File: config.mk
export PLATFORM = sky130hd
export DESIGN_NAME = vx_commit_merge
export DESIGN_NICKNAME = d
export VERILOG_FILES = /design/src/rtl/vx_commit_merge.sv
export SDC_FILE = /design/constraint.sdc
export NUM_CORES = 1
export LEC_CHECK = 0
export CAP_MARGIN = 10
export CORE_ASPECT_RATIO = 1.25
export CORE_MARGIN = 8
export CORE_UTILIZATION = 42
export CTS_BUF_LIST = sky130_fd_sc_hd__clkbuf_4 sky130_fd_sc_hd__clkbuf_8
export CTS_CLUSTER_DIAMETER = 50
export DETAILED_ROUTE_END_ITERATION = 16
export PLACE_DENSITY = 0.86
export SYNTH_ARGS = -nofsm -noshare
export SYNTH_HDL_FRONTEND = slang
export SYNTH_SLANG_ARGS = --single-unit
File: constraint.sdc
create_clock -name clk -period 1.98 [get_ports clk]
set_input_delay 0.594 -clock clk [delete_from_list [all_inputs] [get_ports clk]]
set_output_delay 0.594 -clock clk [all_outputs]
set_load 0.02 [all_outputs]
File: src/rtl/vx_commit_merge.sv
// vx_commit_merge: merges partial-lane ALU beats into one full-warp writeback packet.
// Define COMMIT_MERGE_CHECK_EN to build in the sticky protocol checker driving proto_err.
module vx_commit_merge #(
  parameter  int NUM_LANES   = 2,
  parameter  int NUM_THREADS = 4,
  parameter  int XLEN        = 32,
  parameter  int UUID_W      = 44,
  parameter  int NW_W        = 2,
  parameter  int PC_W        = 30,
  parameter  int NR_W        = 6,
  localparam int PCNT        = NUM_THREADS / NUM_LANES,
  localparam int PID_W       = (PCNT > 1) ? $clog2(PCNT) : 1
) (
  input  logic                        clk,
  input  logic                        reset,
  input  logic                        in_valid,
  output logic                        in_ready,
  input  logic [UUID_W-1:0]           in_uuid,
  input  logic [NW_W-1:0]             in_wid,
  input  logic [PC_W-1:0]             in_PC,
  input  logic [NR_W-1:0]             in_rd,
  input  logic                        in_wb,
  input  logic [NUM_LANES-1:0]        in_tmask,
  input  logic [NUM_LANES*XLEN-1:0]   in_data,
  input  logic [PID_W-1:0]            in_pid,
  input  logic                        in_sop,
  input  logic                        in_eop,
  output logic                        out_valid,
  input  logic                        out_ready,
  output logic [UUID_W-1:0]           out_uuid,
  output logic [NW_W-1:0]             out_wid,
  output logic [PC_W-1:0]             out_PC,
  output logic [NR_W-1:0]             out_rd,
  output logic                        out_wb,
  output logic [NUM_THREADS-1:0]      out_tmask,
  output logic [NUM_THREADS*XLEN-1:0] out_data,
  output logic                        proto_err
);
  typedef enum logic [1:0] {IDLE, ACCUM, FULL} state_t;
  state_t state;
  logic acc, new_pkt;
  logic [NUM_THREADS-1:0]      tmask_n;
  logic [NUM_THREADS*XLEN-1:0] data_n;
  assign in_ready  = (state != FULL) || out_ready;
  assign out_valid = (state == FULL);
  assign acc       = in_valid && in_ready;
  assign new_pkt   = in_sop || (state != ACCUM);
  // out-of-range pids match no slice, so only the eop takes effect
  always_comb begin
    tmask_n = new_pkt ? '0 : out_tmask;
    data_n  = new_pkt ? '0 : out_data;
    for (int p = 0; p < PCNT; p++) begin
      if (in_pid == PID_W'(p)) begin
        tmask_n[p*NUM_LANES +: NUM_LANES] = in_tmask;
        for (int l = 0; l < NUM_LANES; l++)
          data_n[(p*NUM_LANES+l)*XLEN +: XLEN] = in_tmask[l] ? in_data[l*XLEN +: XLEN] : '0;
      end
    end
  end
  always_ff @(posedge clk or negedge reset) begin
    if (!reset) begin
      state     <= IDLE;
      out_uuid  <= '0;
      out_wid   <= '0;
      out_PC    <= '0;
      out_rd    <= '0;
      out_wb    <= 1'b0;
      out_tmask <= '0;
      out_data  <= '0;
    end else if (acc) begin
      state     <= in_eop ? FULL : ACCUM;
      out_tmask <= tmask_n;
      out_data  <= data_n;
      if (new_pkt) begin
        out_uuid <= in_uuid;
        out_wid  <= in_wid;
        out_PC   <= in_PC;
        out_rd   <= in_rd;
        out_wb   <= in_wb;
      end
    end else if (state == FULL && out_ready) begin
      state <= IDLE;
    end
  end
`ifdef COMMIT_MERGE_CHECK_EN
  logic err_q;
  always_ff @(posedge clk or negedge reset) begin
    if (!reset)
      err_q <= 1'b0;
    else if (acc && ((state == IDLE && !in_sop) || (state == ACCUM && in_sop) ||
                     (!in_sop && state != IDLE && in_wid != out_wid)))
      err_q <= 1'b1;
  end
  assign proto_err = err_q;
`else
  assign proto_err = 1'b0;
`endif
endmodule

## Yosys cells after proc, flatten, opt, wreduce, memory -nomap -nowiden

Index checks and enable logic that the tools add are counted.

| word-level totals | value |
|---|---|
| output and inout port bits | 218 |
| register bits | 217 |

| operators by class | value |
|---|---|
| reductions and logical operators | 9 |
| eq/ne operators | 4 |
| mux-type cells | 11 |

Operators by type and width:

| kind | count |
|---|---|
| $mux 128 | 1 |
| $mux 64 | 2 |
| $mux 32 | 2 |
| $mux 2 | 5 |
| $reduce_and 2->1 | 3 |
| $mux 4 | 1 |
| $ne 2x1->1 const B | 2 |
| $reduce_bool 2->1 | 2 |
| $eq 2x2->1 const B | 1 |
| $logic_and 1x1->1 | 2 |
| $logic_or 1x1->1 | 2 |
| $ne 2x2->1 const B | 1 |

## Logic depth before layout (Yosys ltp)

Gate-level depths: netlist of run 1.

| depth | value |
|---|---|
| depth in word-level cells | 4 |
| gate-level depth with buffers | 6 |

## Worst setup path after synthesis of run 1

Ideal clock, no wire load.

| timing | value |
|---|---|
| path kind | input -> register |
| start | in in_sop |
| end | reg out_PC[0] |
| cell stages on the path | 5 |
| data arrival time | 1,676 ps |
| setup slack | 179 ps |
| required time | 1,855 ps |
| path through | or3b_4 > nand3_2 > buf_6 > buf_6 > mux2_2 |

| on the way | value |
|---|---|
| longest elaborated chain between the ends | 2 |

RTL lines:

| what | RTL line | source |
|---|---|---|
| start: declaration | 26 | `input logic in_sop,` |
| $logic_or 1x1->1 | 47 | `assign new_pkt = in_sop \|\| (state != ACCUM);` |
| $reduce_and 2->1 (no line) | n/a |  |
| end signal: assignment | 77 | `out_PC <= in_PC;` |
| end: declaration | 32 | `output logic [PC_W-1:0] out_PC,` |

No other way between the ends.
A chain may end at the register's enable or synchronous reset.

## Worst setup path after layout of run 1

| timing | value |
|---|---|
| start | reg state[0] |
| end | out in_ready |

| on the way | value |
|---|---|
| longest elaborated chain between the ends | 2 |

RTL lines:

| what | RTL line | source |
|---|---|---|
| start: declaration | 40 | `state_t state;` |
| start signal: assignment | 71 | `state <= in_eop ? FULL : ACCUM;` |
| $ne 2x2->1 | 44 | `assign in_ready = (state != FULL) \|\| out_ready;` |
| $logic_or 1x1->1 | 44 |  |
| end: declaration | 17 | `output logic in_ready,` |

No other way between the ends.

==> results of run 1 <==
==> registers in the layout (all words and copies together), names as in the netlist <==
name       cells
out_PC        30
out_data     128
out_rd         6
out_tmask      4
out_uuid      44
out_wb         1
out_wid        2
state          2
==> critical path, cell delays in order (launching register included) <==
cell and delay (ps):
dfrtp_2 450, nor3b_4 230, inv_2 60, buf_6 130
==> how the worst max path moves through the flow <==
stage / startpoint / slack, ps / depth (start not counted) / end
floorplan: in_sop / 180 / 5 / out_PC[0]
global placement: out_ready / -450 / 4 / in_ready
detailed placement: out_ready / -490 / 4 / in_ready
CTS: state[0] / -20 / 3 / in_ready
global route: state[0] / -70 / 3 / in_ready
finish: state[0] / 8 / 3 / in_ready
==> final cells by class <==
type	instances	share of cell area, %
Tap cell	232	2.30
Inverter	2	0.0595
Multi-Input combinational cell	234	18.0
Clock buffer	56	5.37
Antenna cell	1	0.0198
Timing Repair Buffer	409	31.2
Sequential cell	217	43.1
==> placed cells by master (no fill, tap or decap), types with 2 or more instances in the layout <==
cell type          n
o2bb2ai_1          2
o21ai_0            2
mux2_2            83
a21o_1             4
dfrtp_1          216
buf_12            15
nand3_1            2
clkbuf_4          15
buf_4             21
o211ai_4           2
and4_1             2
clkdlybuf4s50_1  153
clkbuf_8          42
a22o_1           127
dlygate4sd2_1    216
==> repair_timing <==
item | in CTS | in global routing
pin swaps | 1 | 2
buffers inserted | 2 | 3
setup endpoints to repair | 217 | 5
resized for setup | 227 | 1
hold buffers | 0 | 0
cloned | 0 | 1
endpoints found under the hold margin | 0 | 0
==> metrics by stage <==
step / setup slack (ps) / TNS, ps / instances / hold WS (ps)
4_1_cts: -21.2 / -21.2 / 1146 / 9.30
2_1_floorplan: 179 / 0 / 492 / 298
5_1_grt: -71.6 / -71.6 / 1151 / 14.0
3_3_place_gp: -453 / -67490 / 1088 / 459
6_report: 8.23 / 0 / 1151 / 25.5
3_5_place_dp: -487 / -75470 / 1088 / 465
==> cell families (layout without fill, tap and decap cells) <==
kind of cell           count (synthesis)  after routing  share of synthesized area [%]
DFF                                  217            217                           68.2
buffers and inverters                 41            467                           3.88
other                                  1              2                         0.0471
muxes                                 83             83                           11.7
AOI/OAI and AO/OA                    137            137                           15.0
and+or+nand+nor                       13             13                           1.15
==> per-layer routing <==
layer | share of wire [%] | vias up | GRT usage (%)
met3 | 11 | 67 | 10.0
met5 | 0 | - | 0
met1 | 37 | 3083 | 25.6
met4 | 3.8 | 0 | 9.71
met2 | 48 | 375 | 38.0
li1 | - | 2656 | -
==> power by group through the flow <==
| stage | sequential, W | combinational (W) | clock [W] |
|---|---|---|---|
| global placement | 0.00528 | 0.00309 | 0 |
| finish | 0.00522 | 0.00279 | 0.00380 |
| detailed placement | 0.00530 | 0.00315 | 0 |
| CTS | 0.00522 | 0.00281 | 0.00390 |
| floorplan | 0.00590 | 0.000726 | 0 |
| global route | 0.00527 | 0.00295 | 0.00414 |
==> flow_metrics.py, run 1 <==
metrics = {
    "timing": {
        "final.min_clock_period_ps": 1970,
        "timing.final.max_slew_violations": 0,
        "post-route-period-util_pct": 99.6,
        "worst_clock_skew_ps": 16.8,
        "grt_setup_unrepaired": "true",
        "hold_violations": 0,
        "timing.fmax_mhz": 507,
        "report.final.setup_viol": 0,
    },
    "yosys": {
        "ys_seq_elements": 217,
        "cells_after_synthesis": 492,
        "post-synth-top-count-cell": "dfrtp_1",
        "post_synth_main_area_contributors": "dfrtp_1 (68%), a22o_1 (14%), mux2_2 (12%)",
        "seq_total_area_yosys_pct": 68.2,
        "netlist.area_leader.share_pct": 68.2,
        "async_flop_share_pct": 100,
        "yosys_warnings": 0,
        "nets_in_the_synthesized_netlist": 648,
        "synth.avg_cell_area_sq_um": 16.2,
        "prevailing_post_synth_register_cell": "dfrtp_1",
        "synth_edf_count": 0,
        "synth_area_sq_mm": 0.00796,
        "synth.lib_cells_used.distinct": 24,
        "synthDominantAreaCellType": "dfrtp_1",
        "synth.top_cells.by_count": "dfrtp_1 (217), a22o_1 (127), mux2_2 (83), buf_6 (16), buf_2 (10)",
    },
    "global_routing": {
        "grt_first_pass_wirelength_microns": 42000,
        "grt_antenna_before_repair": 1,
        "grt_pass1_vias": 6995,
        "grt_max_degree": 49,
        "gr-total-overflow": 0,
        "track_usage_pct": 23.0,
    },
    "layout": {
        "layout.cell_area.non_filler_sq_mm": 0.0126,
        "layout.filler_cells": 1375,
        "final_core_utilization_pct": 67.4,
        "area_growth_syn_to_layout_pct": 58.3,
        "layout-drive-gt1-share_pct": 20.5,
        "area_of_the_multi_input_gates_sq_mm": 0.00227,
        "final_net_count": 1056,
        "ff_latch_area_sq_mm": 0.00543,
    },
    "die": {
        "die_width_microns": 139,
        "fp.dieArea_sq_mm": 0.0237,
        "io-pin-count": 374,
        "dieHeight_microns": 170,
        "core.rowCount": 56,
        "start_util_pct": 42.6,
        "core_region_area_sq_mm": 0.0187,
    },
    "power_and_ir_drop": {
        "power_switching_share_pct": 29.0,
        "power.internal_w": 0.00838,
        "p_comb_share_pct": 23.6,
        "switching_power_w": 0.00342,
        "power_per_cell_area_mw_per_mm2": 936,
        "design_power_total_w": 0.0118,
        "peakVddDrop_mv": 0.598,
        "total_leakage_power_nw": 6.32,
        "power_frac_seq_pct": 44.2,
        "pwr-share-clk_pct": 32.2,
    },
    "routing": {
        "dr.pass1.iters": 4,
        "wl_microns": 27600,
        "wl_per_cell_microns": 24.0,
        "via_count": 6181,
        "drc_errors": 0,
        "detailedRoute.firstIterationViolations": 202,
        "ratio_of_routed_vias_to_standard_cells": 5.37,
        "ant_nets": 0,
    },
    "critical_path": {
        "arrival_ps": 1380,
        "regToRegEndpoint": "out_data[101]",
        "r2r_cells": 7,
        "timing.setup.critical_path_class": "flip-flop to output pin",
        "crit_fanout": 5,
        "timing.rr.start": "state[1]",
        "critical_path.endpoint_type": "output pin",
        "critPathLaunchType": "flip-flop",
        "worst-r2r-setup-slack_ps": 50,
        "cp_data_required_time_ps": 1390,
    },
    "placement": {
        "dpl.hpwl_microns": 19900,
        "io_buffer_count": 372,
        "postPlaceCellArea_sq_mm": 0.0121,
        "gpl.final_weighted_congestion": 0.786,
    },
    "clocking": {
        "cts.sinks": 217,
        "cts_max_path_buffers": 3,
        "clock_latency_reported_for_the_late_side_of_the_worst_skew_pair_ps": 500,
        "worst_setup_hold_path_clk_slew_ps": 60,
        "ctsRootBufferMaster": "clkbuf_8",
        "tritoncts": "built",
        "total_clock_buffers_created_by_cts": 36,
        "h-tree-depth": 2,
    },
    "run": {
        "timing.max_cap.violations": 0,
    },
    "worst_hold_path": {
        "holdCritPathClass": "input pin to asynchronous set/reset pin",
    },
    "status": {
        "status": "completed",
    },
}
Note: power is estimated with default switching activity, not from simulation.
==> run 2, diff against run 1 <==
- CTS_CLUSTER_SIZE: unset -> 12
==> flow_metrics.py, run 2 (synthesized netlist as in run 1, its figures left out) <==
metrics = {
    "status": {
        "status": "finished with violations",
        "failed_checks": "setup timing",
    },
    "routing": {
        "drc_errors": 0,
        "detailedRoute.firstIterationViolations": 245,
        "ratio_of_routed_vias_to_standard_cells": 5.37,
        "wl_per_cell_microns": 23.9,
        "via_count": 6029,
        "wl_microns": 26900,
        "dr.pass1.iters": 5,
        "ant_nets": 0,
    },
    "placement": {
        "dpl.hpwl_microns": 19900,
        "io_buffer_count": 372,
        "gpl.final_weighted_congestion": 0.786,
        "placed_cells": 1088,
    },
    "layout": {
        "area_of_the_multi_input_gates_sq_mm": 0.00227,
        "area_growth_syn_to_layout_pct": 54.3,
        "final_core_utilization_pct": 65.7,
        "final_net_count": 1042,
        "largest_reg_flops": 128,
        "top_regs": "out_data x128, out_uuid x44, out_PC x30",
        "regMostFlops": "out_data",
        "ff_latch_area_sq_mm": 0.00543,
        "layout-drive-gt1-share_pct": 17.8,
        "layout.filler_cells": 1408,
        "layout_commonest_cell": "dfrtp_1",
        "layout_common_cells": "dfrtp_1 (216), dlygate4sd2_1 (215), clkdlybuf4s50_1 (153)",
        "layout.cells.non_filler": 1122,
    },
    "critical_path": {
        "cp_data_required_time_ps": 1390,
        "arrival_ps": 1450,
        "critPathLaunchType": "flip-flop",
        "critical_path.max_stage_delay_ps": 470,
        "path_buf_inv": 2,
        "category_of_cells_accounting_for_the_largest_share_of_critical_path_delay": "flip-flops",
        "timing.setup.critical_path_class": "flip-flop to output pin",
        "critical_path.endpoint_type": "output pin",
        "cell_at_the_slowest_stage_of_the_critical_path": "dfrtp_2",
        "crit_fanout": 4,
        "critical_path.cell_chain": "nor3b_4 > inv_2 > buf_6",
    },
    "die": {
        "dieHeight_microns": 170,
        "io-pin-count": 374,
        "fp.dieArea_sq_mm": 0.0237,
        "start_util_pct": 42.6,
        "core.rowCount": 56,
        "die_width_microns": 139,
        "core_region_area_sq_mm": 0.0187,
    },
    "clocking": {
        "total_clock_buffers_created_by_cts": 22,
        "h-tree-depth": 1,
        "worst_setup_hold_path_clk_slew_ps": 80,
        "ctsRootBufferMaster": "clkbuf_8",
        "tritoncts": "built",
        "cts_max_path_buffers": 3,
        "clock_latency_reported_for_the_late_side_of_the_worst_skew_pair_ps": 520,
        "cts.sinks": 217,
    },
    "timing": {
        "final.min_clock_period_ps": 2040,
        "timing.final.max_slew_violations": 0,
        "timing.fmax_mhz": 489,
        "worst_clock_skew_ps": 15.5,
        "hold_violations": 0,
        "report.final.setup_viol": 1,
        "minimum_setup_slack_in_the_final_design_ps": -63.7,
        "grt_setup_unrepaired": "true",
        "post-route-period-util_pct": 103,
    },
    "power_and_ir_drop": {
        "total_leakage_power_nw": 6.14,
        "peakVddDrop_mv": 0.567,
        "design_power_total_w": 0.0106,
        "power_per_cell_area_mw_per_mm2": 860,
    },
    "global_routing": {
        "grt_antenna_before_repair": 1,
        "grt_max_degree": 49,
        "gr-total-overflow": 0,
        "track_usage_pct": 22.0,
        "grt_pass1_vias": 6720,
        "grt_first_pass_wirelength_microns": 40400,
    },
    "run": {
        "timing.max_cap.violations": 0,
    },
    "worst_hold_path": {
        "holdCritPathClass": "flip-flop to flip-flop",
    },
}
[run 2: cell count changes in the layout (fill, tap and decap cells not counted), sizes merged]
cell / change
clkbuf: -31
clkdlybuf4s15: +1
clkinv: +1
dlygate4sd2: -1
dlygate4sd3: +1
[run 2: worst register-to-register path, stage by stage, from the launching register on]
cell and delay, ps:
dfrtp_2 470, nor3b_4 270, inv_2 70, buf_4 140, buf_6 140, nand3_4 140
buf_12 220, mux2_2 380
[run 2: layer usage]
| metal | global-route usage (%) | up-vias | wire length [microns] |
|---|---|---|---|
| met1 | 25.4 | 3013 | 10300 |
| li1 | - | 2619 | - |
| met4 | 8.23 | 0 | 850 |
| met5 | 0 | - | 0 |
| met2 | 36.4 | 347 | 12900 |
| met3 | 8.94 | 50 | 2760 |
[run 2: report_power, final]
group	leakage (nW)	total, W	internal (W)	switching [W]
combinational	3.18	0.00278	0.00129	0.00149
sequential	2.77	0.00520	0.00494	0.000266
clock	0.188	0.00259	0.00115	0.00144
total	6.14	0.0106	0.00737	0.00320
[run 2: what timing repair did]
action,in CTS,in global routing
endpoints found under the setup margin,217,3
hold endpoints to repair,33,0
resized for setup,228,4
buffers inserted,2,3
hold buffers,1,0
pin swaps,1,1
[run 2: path summary, 6_finish.rpt]
kind	depth (start not counted)	slack, ps	endpoint	startpoint
setup / recovery	3	-60	in_ready	state[0]
hold / removal	1	490	out_tmask[1]	out_tmask[1]
setup reg to reg	7	40	out_PC[4]	state[0]
hold reg to reg	1	490	out_tmask[1]	out_tmask[1]
max in group asynchronous	3	830	out_uuid[2]	reset
min in group asynchronous	2	570	out_data[46]	reset
[run 2: final cells by class]
type                       instances  area share (%)
tap                              232            2.36
inverter                           2          0.0611
multi-input combinational        234            18.4
clock buffer                      26            2.86
antenna                            1          0.0204
sequential                       217            44.2
timing repair buffer             409            32.0
clock inverter                     1          0.0713
[run 2: stage by stage]
step | setup WS [ps] | hold WS (ps) | setup TNS (ps) | cell area, sq um
after floorplan | 179 | 298 | 0 | 7960
after global placement | -453 | 459 | -67490 | 12100
after detailed placement | -487 | 465 | -75470 | 12100
after CTS | -85.8 | 486 | -107 | 12300
after global routing | -156 | 504 | -1240 | 12300
final | -63.7 | 489 | -63.7 | 12300
==> run 3, diff against run 2 <==
- clock period: 1.98 -> 2.1 ns (I/O delays scaled with it)
==> flow_metrics.py, run 3 (synthesized netlist as in run 1, its figures left out) <==
metrics = {
    "layout": {
        "layout_common_cells": "dlygate4sd2_1 (216), dfrtp_1 (216), clkdlybuf4s50_1 (153)",
        "top_regs": "out_data x128, out_uuid x44, out_PC x30",
        "layout.cell_area.non_filler_sq_mm": 0.0122,
        "largest_reg_flops": 128,
        "area_growth_syn_to_layout_pct": 53.2,
        "layout.filler_cells": 1420,
        "antenna_cells": 0,
        "layout-drive-gt1-share_pct": 17.4,
        "regMostFlops": "out_data",
        "final_net_count": 1038,
    },
    "routing": {
        "detailedRoute.firstIterationViolations": 205,
        "via_count": 5998,
        "ant_nets": 0,
        "wl_per_cell_microns": 23.8,
        "dr.pass1.iters": 4,
        "drc_errors": 0,
        "wl_microns": 26600,
        "ratio_of_routed_vias_to_standard_cells": 5.37,
    },
    "placement": {
        "io_buffer_count": 372,
        "postPlaceCellArea_sq_mm": 0.0121,
        "dpl.hpwl_microns": 20000,
        "gpl.final_weighted_congestion": 0.803,
        "detailedPlace.worstSlack_ps": -414,
    },
    "critical_path": {
        "critPathLaunchType": "flip-flop",
        "regToRegEndpoint": "out_PC[5]",
        "arrival_ps": 1430,
        "timing.setup.critical_path_class": "flip-flop to output pin",
        "worst-r2r-setup-slack_ps": 240,
        "crit_fanout": 5,
        "critical_path.endpoint_type": "output pin",
        "r2r_cells": 6,
        "cp_data_required_time_ps": 1470,
        "timing.rr.start": "state[0]",
    },
    "die": {
        "io-pin-count": 374,
        "dieHeight_microns": 170,
        "die_width_microns": 139,
        "start_util_pct": 42.6,
        "fp.dieArea_sq_mm": 0.0237,
        "core.rowCount": 56,
        "core_region_area_sq_mm": 0.0187,
    },
    "power_and_ir_drop": {
        "total_leakage_power_nw": 6.10,
        "power_per_cell_area_mw_per_mm2": 820,
        "peakVddDrop_mv": 0.503,
    },
    "clocking": {
        "clock_latency_reported_for_the_late_side_of_the_worst_skew_pair_ps": 520,
        "worst_setup_hold_path_clk_slew_ps": 70,
        "cts.sinks": 217,
        "h-tree-depth": 1,
        "cts_max_path_buffers": 3,
        "total_clock_buffers_created_by_cts": 22,
        "ctsRootBufferMaster": "clkbuf_8",
        "tritoncts": "built",
    },
    "worst_hold_path": {
        "hold_path_end": "out_tmask[3]",
        "whs_path_depth": 1,
        "min_from": "out_tmask[3]",
        "holdCritPathClass": "flip-flop to flip-flop",
    },
    "global_routing": {
        "gr-total-overflow": 0,
        "track_usage_pct": 22.3,
        "grt_antenna_before_repair": 0,
        "grt_max_degree": 60,
        "grt_first_pass_wirelength_microns": 40900,
        "grt_pass1_vias": 6809,
    },
    "timing": {
        "grt_setup_unrepaired": "true",
        "minimum_setup_slack_in_the_final_design_ps": 44.7,
        "final.min_clock_period_ps": 2060,
        "timing.fmax_mhz": 487,
        "timing.final.max_slew_violations": 0,
        "hold_violations": 0,
        "worst_clock_skew_ps": 8.25,
        "report.final.setup_viol": 0,
        "post-route-period-util_pct": 97.9,
    },
    "status": {
        "status": "completed",
    },
    "run": {
        "timing.max_cap.violations": 0,
    },
}
==> run 3: cell types whose count changed in the layout (fill, tap and decap cells not counted), moves of 2 or more <==
cell	previous run	this run
clkbuf_8	26	24
buf_6	3	0
buf_4	20	22
buf_12	15	11
==> run 3: critical path, stage by stage, from the launching register on <==
cell and delay [ps]:
dfrtp_2 470, nor3b_4 220, inv_2 60, buf_4 160
==> run 3: worst max-delay path by stage <==
stage	start	endpoint	slack (ps)	depth (start not counted)
finish	state[0]	in_ready	40	3
global route	state[0]	in_ready	-50	3
CTS	state[1]	out_valid	5	2
detailed placement	out_ready	in_ready	-410	4
global placement	out_ready	in_ready	-400	4
floorplan	in_sop	out_PC[0]	260	5
==> run 3: metrics by stage <==
stage / util [%] / hold slack (ps) / setup TNS (ps) / std cells / total power, W
2_1_floorplan: - / 334 / 0 / 492 / 0.00625
3_3_place_gp: 64.5 / 459 / -43950 / 1086 / 0.00788
3_5_place_dp: 64.5 / 465 / -47840 / 1086 / 0.00795
4_1_cts: 65.2 / 483 / 0 / 1117 / 0.0101
5_1_grt: 65.2 / 503 / -50.8 / 1117 / 0.0105
6_report: 65.2 / 480 / 0 / 1117 / 0.0100
==> run 3: area by class of cell <==
type / instances / area [sq um] / share of cell area (%)
Tap cell: 232 / 290 / 2.38
Timing Repair Buffer: 405 / 3840 / 31.4
Sequential cell: 217 / 5430 / 44.5
Inverter: 2 / 7.51 / 0.0615
Multi-Input combinational cell: 234 / 2270 / 18.6
Clock buffer: 25 / 332 / 2.72
Clock inverter: 2 / 37.5 / 0.308
==> run 3: power breakdown <==
part / switching [W] / internal (W) / leakage [nW]
logic: 0.00138 / 0.00119 / 3.14
clock network: 0.00138 / 0.00115 / 0.189
registers: 0.000252 / 0.00465 / 2.77
==> run 3: metal layers <==
| metal | global-route usage (%) | share of wire, % | vias up |
|---|---|---|---|
| met5 | 0 | 0 | - |
| met4 | 7.41 | 2.9 | 0 |
| met3 | 9.62 | 11 | 52 |
| met2 | 37.7 | 49 | 333 |
| met1 | 24.9 | 37 | 3005 |
| li1 | - | - | 2608 |
==> run 3: timing repair <==
action,in CTS,in global routing
buffers inserted,3,0
cloned,0,0
pin swaps,1,0
gates resized for setup,224,2
setup endpoints to repair,217,2
hold endpoints to repair,24,0
hold buffers,1,0
